`src/rtl/subrisc_pkg.sv`:
```
// Shared constants and the FSM state encoding for the run controller.
package subrisc_pkg;

    localparam int unsigned CNT_W              = 32;
    localparam logic [31:0] HALT_INSTR_DEFAULT = 32'h2110_4FFF;

    typedef enum logic [2:0] {
        StIdle,
        StCoreRst,
        StRun,
        StDone,
        StTimeout
    } state_t;

endpackage

```
`src/rtl/run_cycle_counter.sv`:
```
// Saturating run-cycle counter: synchronous clear has priority over enable.
module run_cycle_counter
    import subrisc_pkg::*;
(
    input  logic             i_clk,
    input  logic             i_rst_n,
    input  logic             i_clear,
    input  logic             i_enable,
    output logic [CNT_W-1:0] o_value,
    output logic             o_max
);

    logic [CNT_W-1:0] r_value;
    logic             w_max;

    assign w_max   = &r_value;
    assign o_value = r_value;
    assign o_max   = w_max;

    always_ff @(posedge i_clk or negedge i_rst_n) begin
        if (!i_rst_n) begin
            r_value <= '0;
        end else if (i_clear) begin
            r_value <= '0;
        end else if (i_enable && !w_max) begin
            r_value <= r_value + 1'b1;
        end
    end

endmodule

```
`src/rtl/run_controller.sv`:
```
// Sequences core reset, times a run until halt or counter exhaustion, and
// holds a valid/ready result report.
module run_controller
    import subrisc_pkg::*;
#(
    parameter int unsigned RESET_CYCLES = 2,
    parameter int unsigned HB_BITS      = 14,
    parameter logic [31:0] HALT_INSTR   = HALT_INSTR_DEFAULT
) (
    input  logic             CLK,
    input  logic             RST_X,
    input  logic             START,
    input  logic             CS_VALID,
    input  logic [31:0]      CS_INSTR,
    output logic             CORE_RST_X,
    output logic             HEARTBEAT,
    output logic             RPT_VALID,
    input  logic             RPT_READY,
    output logic             RPT_TIMEOUT,
    output logic [CNT_W-1:0] RPT_CYCLES
);

    localparam logic [7:0] RST_LOAD = 8'(RESET_CYCLES);

    state_t           r_state;
    logic [7:0]       r_rst_cnt;
    logic             r_core_rst_x;
    logic             r_rpt_valid;
    logic             r_rpt_timeout;
    logic [CNT_W-1:0] r_rpt_cycles;

    logic [CNT_W-1:0] w_cnt;
    logic             w_cnt_max;
    logic             w_halt;
    logic             w_clear;
    logic             w_enable;

    assign w_halt   = CS_VALID && (CS_INSTR == HALT_INSTR);
    // Holding clear through CORERST guarantees the first RUN cycle reads 0.
    assign w_clear  = (r_state == StCoreRst);
    assign w_enable = (r_state == StRun);

    run_cycle_counter u_cnt (
        .i_clk    (CLK),
        .i_rst_n  (RST_X),
        .i_clear  (w_clear),
        .i_enable (w_enable),
        .o_value  (w_cnt),
        .o_max    (w_cnt_max)
    );

    assign CORE_RST_X  = r_core_rst_x;
    assign HEARTBEAT   = (r_state == StRun) && (w_cnt[HB_BITS-1:0] == '0);
    assign RPT_VALID   = r_rpt_valid;
    assign RPT_TIMEOUT = r_rpt_timeout;
    assign RPT_CYCLES  = r_rpt_cycles;

    always_ff @(posedge CLK or negedge RST_X) begin
        if (!RST_X) begin
            r_state       <= StIdle;
            r_rst_cnt     <= '0;
            r_core_rst_x  <= 1'b0;
            r_rpt_valid   <= 1'b0;
            r_rpt_timeout <= 1'b0;
            r_rpt_cycles  <= '0;
        end else begin
            case (r_state)
                StIdle: begin
                    if (START) begin
                        r_state   <= StCoreRst;
                        r_rst_cnt <= RST_LOAD;
                    end
                end
                StCoreRst: begin
                    if (r_rst_cnt <= 8'd1) begin
                        r_state      <= StRun;
                        r_rst_cnt    <= '0;
                        r_core_rst_x <= 1'b1;
                    end else begin
                        r_rst_cnt <= r_rst_cnt - 8'd1;
                    end
                end
                StRun: begin
                    // Halt outranks exhaustion when both land on the same cycle.
                    if (w_halt) begin
                        r_state       <= StDone;
                        r_rpt_valid   <= 1'b1;
                        r_rpt_timeout <= 1'b0;
                        r_rpt_cycles  <= w_cnt;
                    end else if (w_cnt_max) begin
                        r_state       <= StTimeout;
                        r_rpt_valid   <= 1'b1;
                        r_rpt_timeout <= 1'b1;
                        r_rpt_cycles  <= w_cnt;
                    end
                end
                StDone, StTimeout: begin
                    if (START) begin
                        r_state      <= StCoreRst;
                        r_rst_cnt    <= RST_LOAD;
                        r_core_rst_x <= 1'b0;
                        r_rpt_valid  <= 1'b0;
                    end else if (r_rpt_valid && RPT_READY) begin
                        r_rpt_valid <= 1'b0;
                    end
                end
                default: begin
                    r_state      <= StIdle;
                    r_core_rst_x <= 1'b0;
                end
            endcase
        end
    end

endmodule

```
`config.mk`:
```
export PLATFORM = sky130hd
export DESIGN_NAME = run_controller
export DESIGN_NICKNAME = d
export VERILOG_FILES = /design/src/rtl/subrisc_pkg.sv /design/src/rtl/run_cycle_counter.sv /design/src/rtl/run_controller.sv
export SDC_FILE = /design/constraint.sdc
export NUM_CORES = 1
export LEC_CHECK = 0
export CORE_AREA = 5 5 100 102
export DETAILED_ROUTE_END_ITERATION = 6
export DIE_AREA = 0 0 105 107
export PLACE_DENSITY = 0.7
export SKIP_CTS_REPAIR_TIMING = 1
export SLEW_MARGIN = 20
export SYNTH_ARGS = -nofsm -noshare
export SYNTH_HDL_FRONTEND = slang
export SYNTH_SLANG_ARGS = --single-unit
```
`constraint.sdc`:
```
create_clock -name CLK -period 5.1 [get_ports CLK]
set_input_delay 1.275 -clock CLK [delete_from_list [all_inputs] [get_ports CLK]]
set_output_delay 1.275 -clock CLK [all_outputs]
set_load 0.01 [all_outputs]
```
==> results.tsv, run 1 <==
metric	value	unit
Worst EP arrival	3.85	ns
HPWL Detailed	6.49	mm
cell row count	35	
Yosys cell types	57	
hold slack	0.505	ns
Data required, critical path	5.33	ns
Post-Syn Area per Cell	10.5	um^2
Post-Route WL	9.20	mm
clock tree buffer depth	2	
core area	9020	um^2
Reg2Reg Launch Point	u_cnt.o_value[1]$_DFFE_PN0P_	
critical path type	in -> reg	
most common cell in the netlist	dfrtp_1	
clk sinks	78	
Filler cells	803	
DIE WIDTH	105	um
GRT overflow	0	
Final Cycle Share	70.9	%
share of post-route cells with drive strength above 1	14.5	%
TritonCTS clock tree	yes	
Skew-Pair Late Insertion Delay	0.35	ns
final antenna-violating net count	0	
final hold violations	0	
# DRC	0	
antenna diode count	0	
vias in the first global route	3288	
net count after synthesis	415	
Setup crit end kind	flip-flop	
relative slew slack	40.8	%
worst hold path type	reg -> reg	
P_int	1.09	mW
fin crit period	3.61	ns
DR WL/cell	16.5	um
top cells by area, synth	dfrtp_1 (50%), mux2_2 (9.2%), a21oi_1 (3.2%)	
Tot Pwr	1.58	mW
Worst path max stage delay	0.55	ns
Peak VDD IR	0.169	mV
clock slew at reported path FFs	0.07	ns
Clk pwr share	32.9	%
via count	3191	
Placer Congestion	0.779	
P&R area growth vs syn	26.3	%
crit path launch	CS_INSTR[23]	
first-pass GRT wire length	15.8	mm
crit-path cells	clkdlybuf4s50_1 > nand4b_1 > or4_1 > nor4_2 > o21ai_2 > buf_4 > mux2_2	
prevailing post-synth register cell	dfrtp_1	
Util after Layout	54.9	%
Initial Util	43.4	%
Slew Limit Fails	0	
ys async rst share	100	%
Port Buffer Count	72	
Die Area	11200	um^2
maximum clock frequency	0.277	GHz
flops & latches, synth	78	
status	completed	
pwr dens	319	nW/um^2
vias per cell	5.72	
leading area contributor after synthesis	dfrtp_1	
CTS Buf Count	9	
Setup TNS Final	0	ns
die height	107	um
H-tree depth	3	
initial antenna violation count	0	
# setup viols final	0	
most frequent cells after synthesis	dfrtp_1 (78), nor2_1 (33), mux2_2 (32), a21oi_1 (25), nand2_1 (21)	
P_sw	0.492	mW
Post-Syn Instances	374	
combinational share of power	22.5	%
Multi-input gate area	1860	um^2
Mapped Area	3920	um^2
root buf cell	clkbuf_8	
sequential share of power	44.6	%
max-cap check violation count	0	
unrepaired setup endpoints after global routing	false	
All-Layer GR Usage	17.1	%
DR pass1 iterations	5	
Leak	2.08	nW
io pins	73	
hold path start	RPT_CYCLES[30]$_DFFE_PN0P_	
Clock Skews	0.00621	ns
Nets	483	
DRT iter0 DRCs	188	
Syn. warnings	0	
largest net degree at the start of global routing	79	
sw frac	31.2	%
reg2reg setup slack	1.93	ns
Worst-Margin Slew	0.882	ns
sequential cell area	1950	um^2
number of flops mapped to enable cells by yosys	0	
CP startpoint kind	primary input	
CP max-delay cell	or4_1	
Seq/Total Area, Yosys	49.8	%
post-synth top area share	49.8	%
CP max FO	21	
power groups by stage:
stage | Sequential, mW | Clock (mW) | Combinational (mW)
4_1_cts | 0.704 | 0.528 | 0.359
2_1_floorplan | 0.697 | 0 | 0.250
6_report | 0.704 | 0.520 | 0.356
3_3_place_gp | 0.714 | 0 | 0.344
5_1_grt | 0.712 | 0.555 | 0.404
3_5_place_dp | 0.716 | 0 | 0.355
path summary, 6_finish.rpt:
kind	cells past startpoint	end
max in group asynchronous	1	u_cnt.o_value[26]$_DFFE_PN0P_
min in group asynchronous	1	RPT_CYCLES[17]$_DFFE_PN0P_
worst min register to register	1	RPT_CYCLES[30]$_DFFE_PN0P_
worst min-delay path	1	RPT_CYCLES[30]$_DFFE_PN0P_
worst max-delay path	7	RPT_CYCLES[1]$_DFFE_PN0P_
worst max register to register	7	RPT_CYCLES[1]$_DFFE_PN0P_
layout make-up:
class                      instances  area share (%)
sequential                        78            39.4
clock buffer                      11            2.86
inverter                           8           0.607
multi-input combinational        270            37.6
timing repair buffer              75            15.0
tap                              111            2.81
clock inverter                     5            1.64
metrics by stage:
step / std cells / cell area (um^2) / worst slack [ns]
CTS: 558 / 4940 / 1.44
global placement: 542 / 4720 / 1.21
floorplan: 374 / 3920 / 1.89
detailed placement: 542 / 4720 / 1.09
finish: 558 / 4950 / 1.49
global route: 558 / 4950 / 1.32
cells by family (layout without fill, tap and decap cells):
group	count (synthesis)	in the layout	share of synthesized area (%)
AOI/OAI and AO/OA	70	70	11.2
buffers and inverters	26	99	2.78
DFF	78	78	49.8
adders and majority gates	4	4	1.28
muxes	34	34	9.71
xor gates and xnor gates	11	11	2.46
and+or+nand+nor	151	151	22.8
critical path: cells and delay by family:
kind            cells  cell delay [ns]
simple gates        3             1.22
buf+inv             2             0.73
mux                 1             0.30
compound gates      1             0.32
registers in the layout, indices dropped and copies added (netlist names):
| name | flops |
|---|---|
| CORE_RST_X | 1 |
| RPT_CYCLES | 32 |
| RPT_TIMEOUT | 1 |
| RPT_VALID | 1 |
| r_rst_cnt | 8 |
| r_state | 3 |
| u_cnt.o_value | 32 |
metal layers:
metal,wire length [um],vias up,track usage (%)
met4,107,0,4.47
met5,0,-,0
met1,4040,1560,21.1
li1,-,1521,-
met3,579,10,4.76
met2,4480,100,29.5
cell usage in the layout (no fill, tap or decap), types with 8 or more instances in the layout:
master / instances
a21oi_1: 25
clkbuf_8: 10
clkdlybuf4s50_1: 71
dfrtp_1: 78
inv_1: 8
mux2_2: 32
nand2_1: 21
nand3_1: 19
nand4_1: 10
nor2_1: 33
o21ai_0: 13
o31ai_1: 12
or4_1: 11
Note: power is estimated with default switching activity, not from simulation.
==> run 2: changes to the inputs <==
- clock period: 5.1 -> 3.7 ns (I/O delays scaled with it)
==> results.tsv, run 2 (same netlist as run 1, synthesis figures left out) <==
metric	value	unit	change
status	completed		
hold slack	0.484	ns	-0.0207 ns
HPWL Detailed	6.18	mm	-4.7%
reg2reg setup slack	1.11	ns	-0.82 ns
TritonCTS clock tree	yes		
die height	107	um	unchanged
fin crit period	3.16	ns	
Leak	2.10	nW	+1.2%
All-Layer GR Usage	16.6	%	-0.55 points
Setup TNS Final	0	ns	unchanged
io pins	73		unchanged
# setup viols final	0		unchanged
met2 WL	4.26	mm	-4.8%
antenna diode count	0		unchanged
crit-path cells	inv_1 > ha_1 > nor4b_1 > nand4_1 > nor4_1 > clkdlybuf4s50_1		
largest net degree at the start of global routing	79		unchanged
GRT overflow	0		unchanged
Filler cells	824		+2.6%
Worst path max stage delay	0.60	ns	+0.05 ns
Final Cycle Share	85.4	%	
top routing layer used	met4		
H-tree depth	3		unchanged
DR WL/cell	15.8	um	-4.1%
Util after Layout	55.5	%	+0.60 points
Initial Util	43.4	%	unchanged
commonest non-fill, non-tap cells in the layout	dfrtp_1 (78), clkdlybuf4s50_1 (71), nor2_1 (33)		
maximum clock frequency	0.316	GHz	
Slew Limit Fails	0		unchanged
clock slew at reported path FFs	0.08	ns	about the same
Die Area	11200	um^2	unchanged
Port Buffer Count	72		unchanged
DIE WIDTH	105	um	unchanged
most common cell after layout, fill and taps aside	dfrtp_1		
CP max-delay cell	clkdlybuf4s50_1		
Setup crit end kind	primary output		
cell row count	35		unchanged
post-route worst setup slack	0.539	ns	-0.947 ns
CTS Buf Count	9		unchanged
final hold violations	0		unchanged
Skew-Pair Late Insertion Delay	0.35	ns	about the same
max-cap check violation count	0		unchanged
worst hold path type	in -> async		
Worst-Margin Slew	0.753	ns	-0.129 ns
vias per cell	5.69		-0.50%
Data required, critical path	2.77	ns	-2.56 ns
unrepaired setup endpoints after global routing	false		
clk sinks	78		unchanged
initial antenna violation count	0		unchanged
P&R area growth vs syn	27.7	%	
core area	9020	um^2	unchanged
Peak VDD IR	0.253	mV	+49%
pwr dens	444	nW/um^2	+39%
Non-Filler Instances	561		+0.54%
DRT iter0 DRCs	141		-25%
relative slew slack	49.3	%	+8.6 points
pre-CTS setup slack	0.516	ns	-0.576 ns
met3 wire len	512	um	-12%
vias in the first global route	3234		-1.6%
# DRC	0		unchanged
root buf cell	clkbuf_8		
Worst EP arrival	2.24	ns	-1.61 ns
DR pass1 iterations	4		-1
critical path type	reg -> out		
CP startpoint kind	flip-flop		
dpl cells	544		+0.37%
via count	3192		+0.031%
final antenna-violating net count	0		unchanged
Clock Skews	0.0111	ns	+0.00488 ns
share of post-route cells with drive strength above 1	15.1	%	+0.57 points
CP max FO	4		-81%
clock tree buffer depth	2		unchanged
met1 wire length	3.94	mm	-2.5%
first-pass GRT wire length	15.3	mm	-3.2%
Post-Route WL	8.87	mm	-3.6%
Nets	486		+0.62%
Placer Congestion	0.800		+2.7%
-- run 2: cell count changes in the layout (fill, tap and decap cells not counted), sizes merged --
| cell | previous run | this run |
|---|---|---|
| clkbuf | 11 | 10 |
| inv | 9 | 8 |
| clkinvlp | 1 | 2 |
| buf | 4 | 7 |
| bufinv | 2 | 3 |
-- run 2: worst paths after layout --
check	cells past startpoint	startpoint	endpoint
max	6	u_cnt.o_value[1]$_DFFE_PN0P_	HEARTBEAT
min	1	RST_X	RPT_CYCLES[16]$_DFFE_PN0P_
max reg2reg	5	r_state[1]$_DFFE_PN0P_	u_cnt.o_value[23]$_DFFE_PN0P_
min reg2reg	1	RPT_CYCLES[31]$_DFFE_PN0P_	RPT_CYCLES[31]$_DFFE_PN0P_
max in group asynchronous	2	RST_X	RPT_CYCLES[8]$_DFFE_PN0P_
min in group CLK	1	RPT_CYCLES[31]$_DFFE_PN0P_	RPT_CYCLES[31]$_DFFE_PN0P_
-- run 2: critical path: cells and delay by family, from the launching register on --
kind | cells | cell delay (ns)
fa+ha+maj | 1 | 0.16
buf+inv | 2 | 0.69
flops | 1 | 0.43
simple gates | 3 | 0.61
-- run 2: through the flow --
stage	area, um^2	power [mW]
2_1_floorplan	3920	1.31
3_3_place_gp	4740	1.46
3_5_place_dp	4740	1.47
4_1_cts	4970	2.24
5_1_grt	5000	2.35
6_report	5000	2.22
-- run 2: where the power goes --
group | internal, mW | total [mW] | switching [mW]
clock | 0.447 | 0.763 | 0.316
combinational | 0.194 | 0.486 | 0.291
sequential | 0.908 | 0.973 | 0.0641
-- run 2: routing by layer --
layer	vias to the layer above	track usage, %
met5	-	0
met1	1552	21.1
met2	95	27.5
met3	11	3.61
li1	1534	-
met4	0	6.39
-- run 2: final cells by class --
class                   count  area [um^2]  share of cell area [%]
flip-flops and latches     78         1950                    39.0
multi-input cells         270         1860                    37.2
repair buffers             78          783                    15.7
well taps                 111          139                    2.78
clock buffers              10          128                    2.55
clock inverters             6          110                    2.20
inverters                   8         30.0                   0.600
==> run 3: changes to the inputs <==
- GPL_ROUTABILITY_DRIVEN: unset -> 0
- SLEW_MARGIN: 20 -> 15
==> results.tsv, run 3 (same netlist as run 1, synthesis figures left out) <==
metric	value	unit	change
maximum clock frequency	0.317	GHz	+0.13%
Port Buffer Count	72		unchanged
core area	9020	um^2	unchanged
share of post-route cells with drive strength above 1	14.9	%	-0.19 points
clock tree buffer depth	2		unchanged
DR WL/cell	15.9	um	+0.57%
Clk pwr share	34.5	%	about the same
Data required, critical path	2.77	ns	about the same
status	completed		
Nets	485		-0.21%
clk sinks	78		unchanged
hold path cells	1		
Setup TNS Final	0	ns	unchanged
Reg2Reg Launch Point	r_state[1]$_DFFE_PN0P_		
DR pass1 iterations	4		unchanged
first-pass GRT wire length	15.3	mm	unchanged
Initial Util	43.4	%	unchanged
initial antenna violation count	0		unchanged
crit-path cells	inv_1 > ha_1 > nor4b_1 > nand4_1 > nor4_1 > clkdlybuf4s50_1		
clock slew at reported path FFs	0.08	ns	about the same
Worst EP arrival	2.23	ns	about the same
Clock Skews	0.00906	ns	-0.00203 ns
Util after Layout	55.1	%	-0.31 points
die height	107	um	unchanged
worst path bufs/invs	2		unchanged
cell row count	35		unchanged
Reg2Reg Depth	5		unchanged
P&R area growth vs syn	27.0	%	
H-tree depth	3		unchanged
sw frac	30.3	%	+0.11 points
commonest non-fill, non-tap cells in the layout	dfrtp_1 (78), clkdlybuf4s50_1 (71), nor2_1 (33)		
dpl cells	544		unchanged
via count	3194		+0.063%
Post-Route WL	8.91	mm	+0.39%
HPWL Detailed	6.18	mm	unchanged
Non-Filler Instances	560		-0.18%
GRT overflow	0		unchanged
# DRC	0		unchanged
pre-CTS setup slack	0.516	ns	unchanged
# setup viols final	0		unchanged
P_sw	0.674	mW	+0.29%
Peak VDD IR	0.254	mV	+0.33%
Leak	2.09	nW	-0.60%
Slew Limit Fails	0		unchanged
DRT iter0 DRCs	185		+31%
largest net degree at the start of global routing	79		unchanged
post-route worst setup slack	0.543	ns	+0.00416 ns
combinational share of power	21.7	%	-0.2 points
hold path start	RPT_CYCLES[31]$_DFFE_PN0P_		
vias in the first global route	3234		unchanged
reg2reg setup slack	1.11	ns	about the same
worst hold path type	reg -> reg		
reg2reg end	u_cnt.o_value[23]$_DFFE_PN0P_		
unrepaired setup endpoints after global routing	false		
P_int	1.55	mW	-0.22%
critical path's top delay family	buffers and inverters		
final antenna-violating net count	0		unchanged
io pins	73		unchanged
CP max FO	4		unchanged
CP max-delay cell	clkdlybuf4s50_1		
vias per cell	5.70		+0.24%
root buf cell	clkbuf_8		
CP startpoint kind	flip-flop		
antenna diode count	0		unchanged
max-cap check violation count	0		unchanged
All-Layer GR Usage	16.6	%	unchanged
relative slew slack	34.7	%	-15 points
final hold violations	0		unchanged
DIE WIDTH	105	um	unchanged
pwr dens	446	nW/um^2	+0.49%
fin crit period	3.16	ns	-0.00416 ns
Setup crit end kind	primary output		
Worst-Margin Slew	0.980	ns	+0.226 ns
Skew-Pair Late Insertion Delay	0.35	ns	about the same
Worst path max stage delay	0.59	ns	about the same
CTS Buf Count	9		unchanged
Die Area	11200	um^2	unchanged
hold endpoint	RPT_CYCLES[31]$_DFFE_PN0P_		
TritonCTS clock tree	yes		
most common cell after layout, fill and taps aside	dfrtp_1		
hold slack	0.504	ns	+0.0199 ns
Filler cells	826		+0.24%
Final Cycle Share	85.3	%	-0.11 points
sequential share of power	43.8	%	about the same
critical path type	reg -> out		
run 3: changes by cell type in the layout (fill, tap and decap cells not counted):
cell,before,now
buf_16,1,0
run 3: worst max path at each step:
| stage | slack (ns) | cells after the start | from | end |
|---|---|---|---|---|
| after floorplan | 0.84 | 6 | CS_INSTR[25] | RPT_CYCLES[10]$_DFFE_PN0P_ |
| after global placement | 0.56 | 7 | CS_INSTR[23] | RPT_CYCLES[1]$_DFFE_PN0P_ |
| after detailed placement | 0.52 | 7 | CS_INSTR[23] | RPT_CYCLES[27]$_DFFE_PN0P_ |
| after CTS | 0.50 | 6 | u_cnt.o_value[0]$_DFFE_PN0P_ | HEARTBEAT |
| after global routing | 0.43 | 6 | u_cnt.o_value[0]$_DFFE_PN0P_ | HEARTBEAT |
| final | 0.54 | 6 | u_cnt.o_value[1]$_DFFE_PN0P_ | HEARTBEAT |
run 3: worst register-to-register path, cell delays in order, from the launching register on:
cell and delay [ns]:
dfrtp_1 0.58, or3b_1 0.46, nor2_1 0.35, nand3_1 0.40, or4_1 0.57, a21oi_1 0.14
run 3: through the flow:
| stage | cell area [um^2] | power, mW |
|---|---|---|
| 4_1_cts | 4970 | 2.24 |
| 3_5_place_dp | 4740 | 1.47 |
| 2_1_floorplan | 3920 | 1.31 |
| 3_3_place_gp | 4740 | 1.46 |
| 6_report | 4970 | 2.22 |
| 5_1_grt | 4970 | 2.34 |
run 3: layout make-up:
cell class	instances	area, um^2	area share (%)
Sequential cell	78	1950	39.2
Multi-Input combinational cell	270	1860	37.4
Timing Repair Buffer	77	756	15.2
Tap cell	111	139	2.79
Clock buffer	10	128	2.57
Clock inverter	6	110	2.21
Inverter	8	30.0	0.604
run 3: power groups by stage:
stage          registers, mW  logic [mW]  clock network, mW
6_report               0.973       0.482              0.766
3_3_place_gp           0.984       0.474                  0
2_1_floorplan          0.961       0.345                  0
4_1_cts                0.972       0.490              0.777
3_5_place_dp           0.988       0.487                  0
5_1_grt                0.980       0.551              0.811
run 3: routing by layer:
metal / track usage (%) / vias up / routed length [um]
li1: - / 1530 / -
met1: 21.1 / 1565 / 4010
met2: 27.5 / 85 / 4250
met3: 3.61 / 14 / 484
met4: 6.39 / 0 / 162
met5: 0 / - / 0
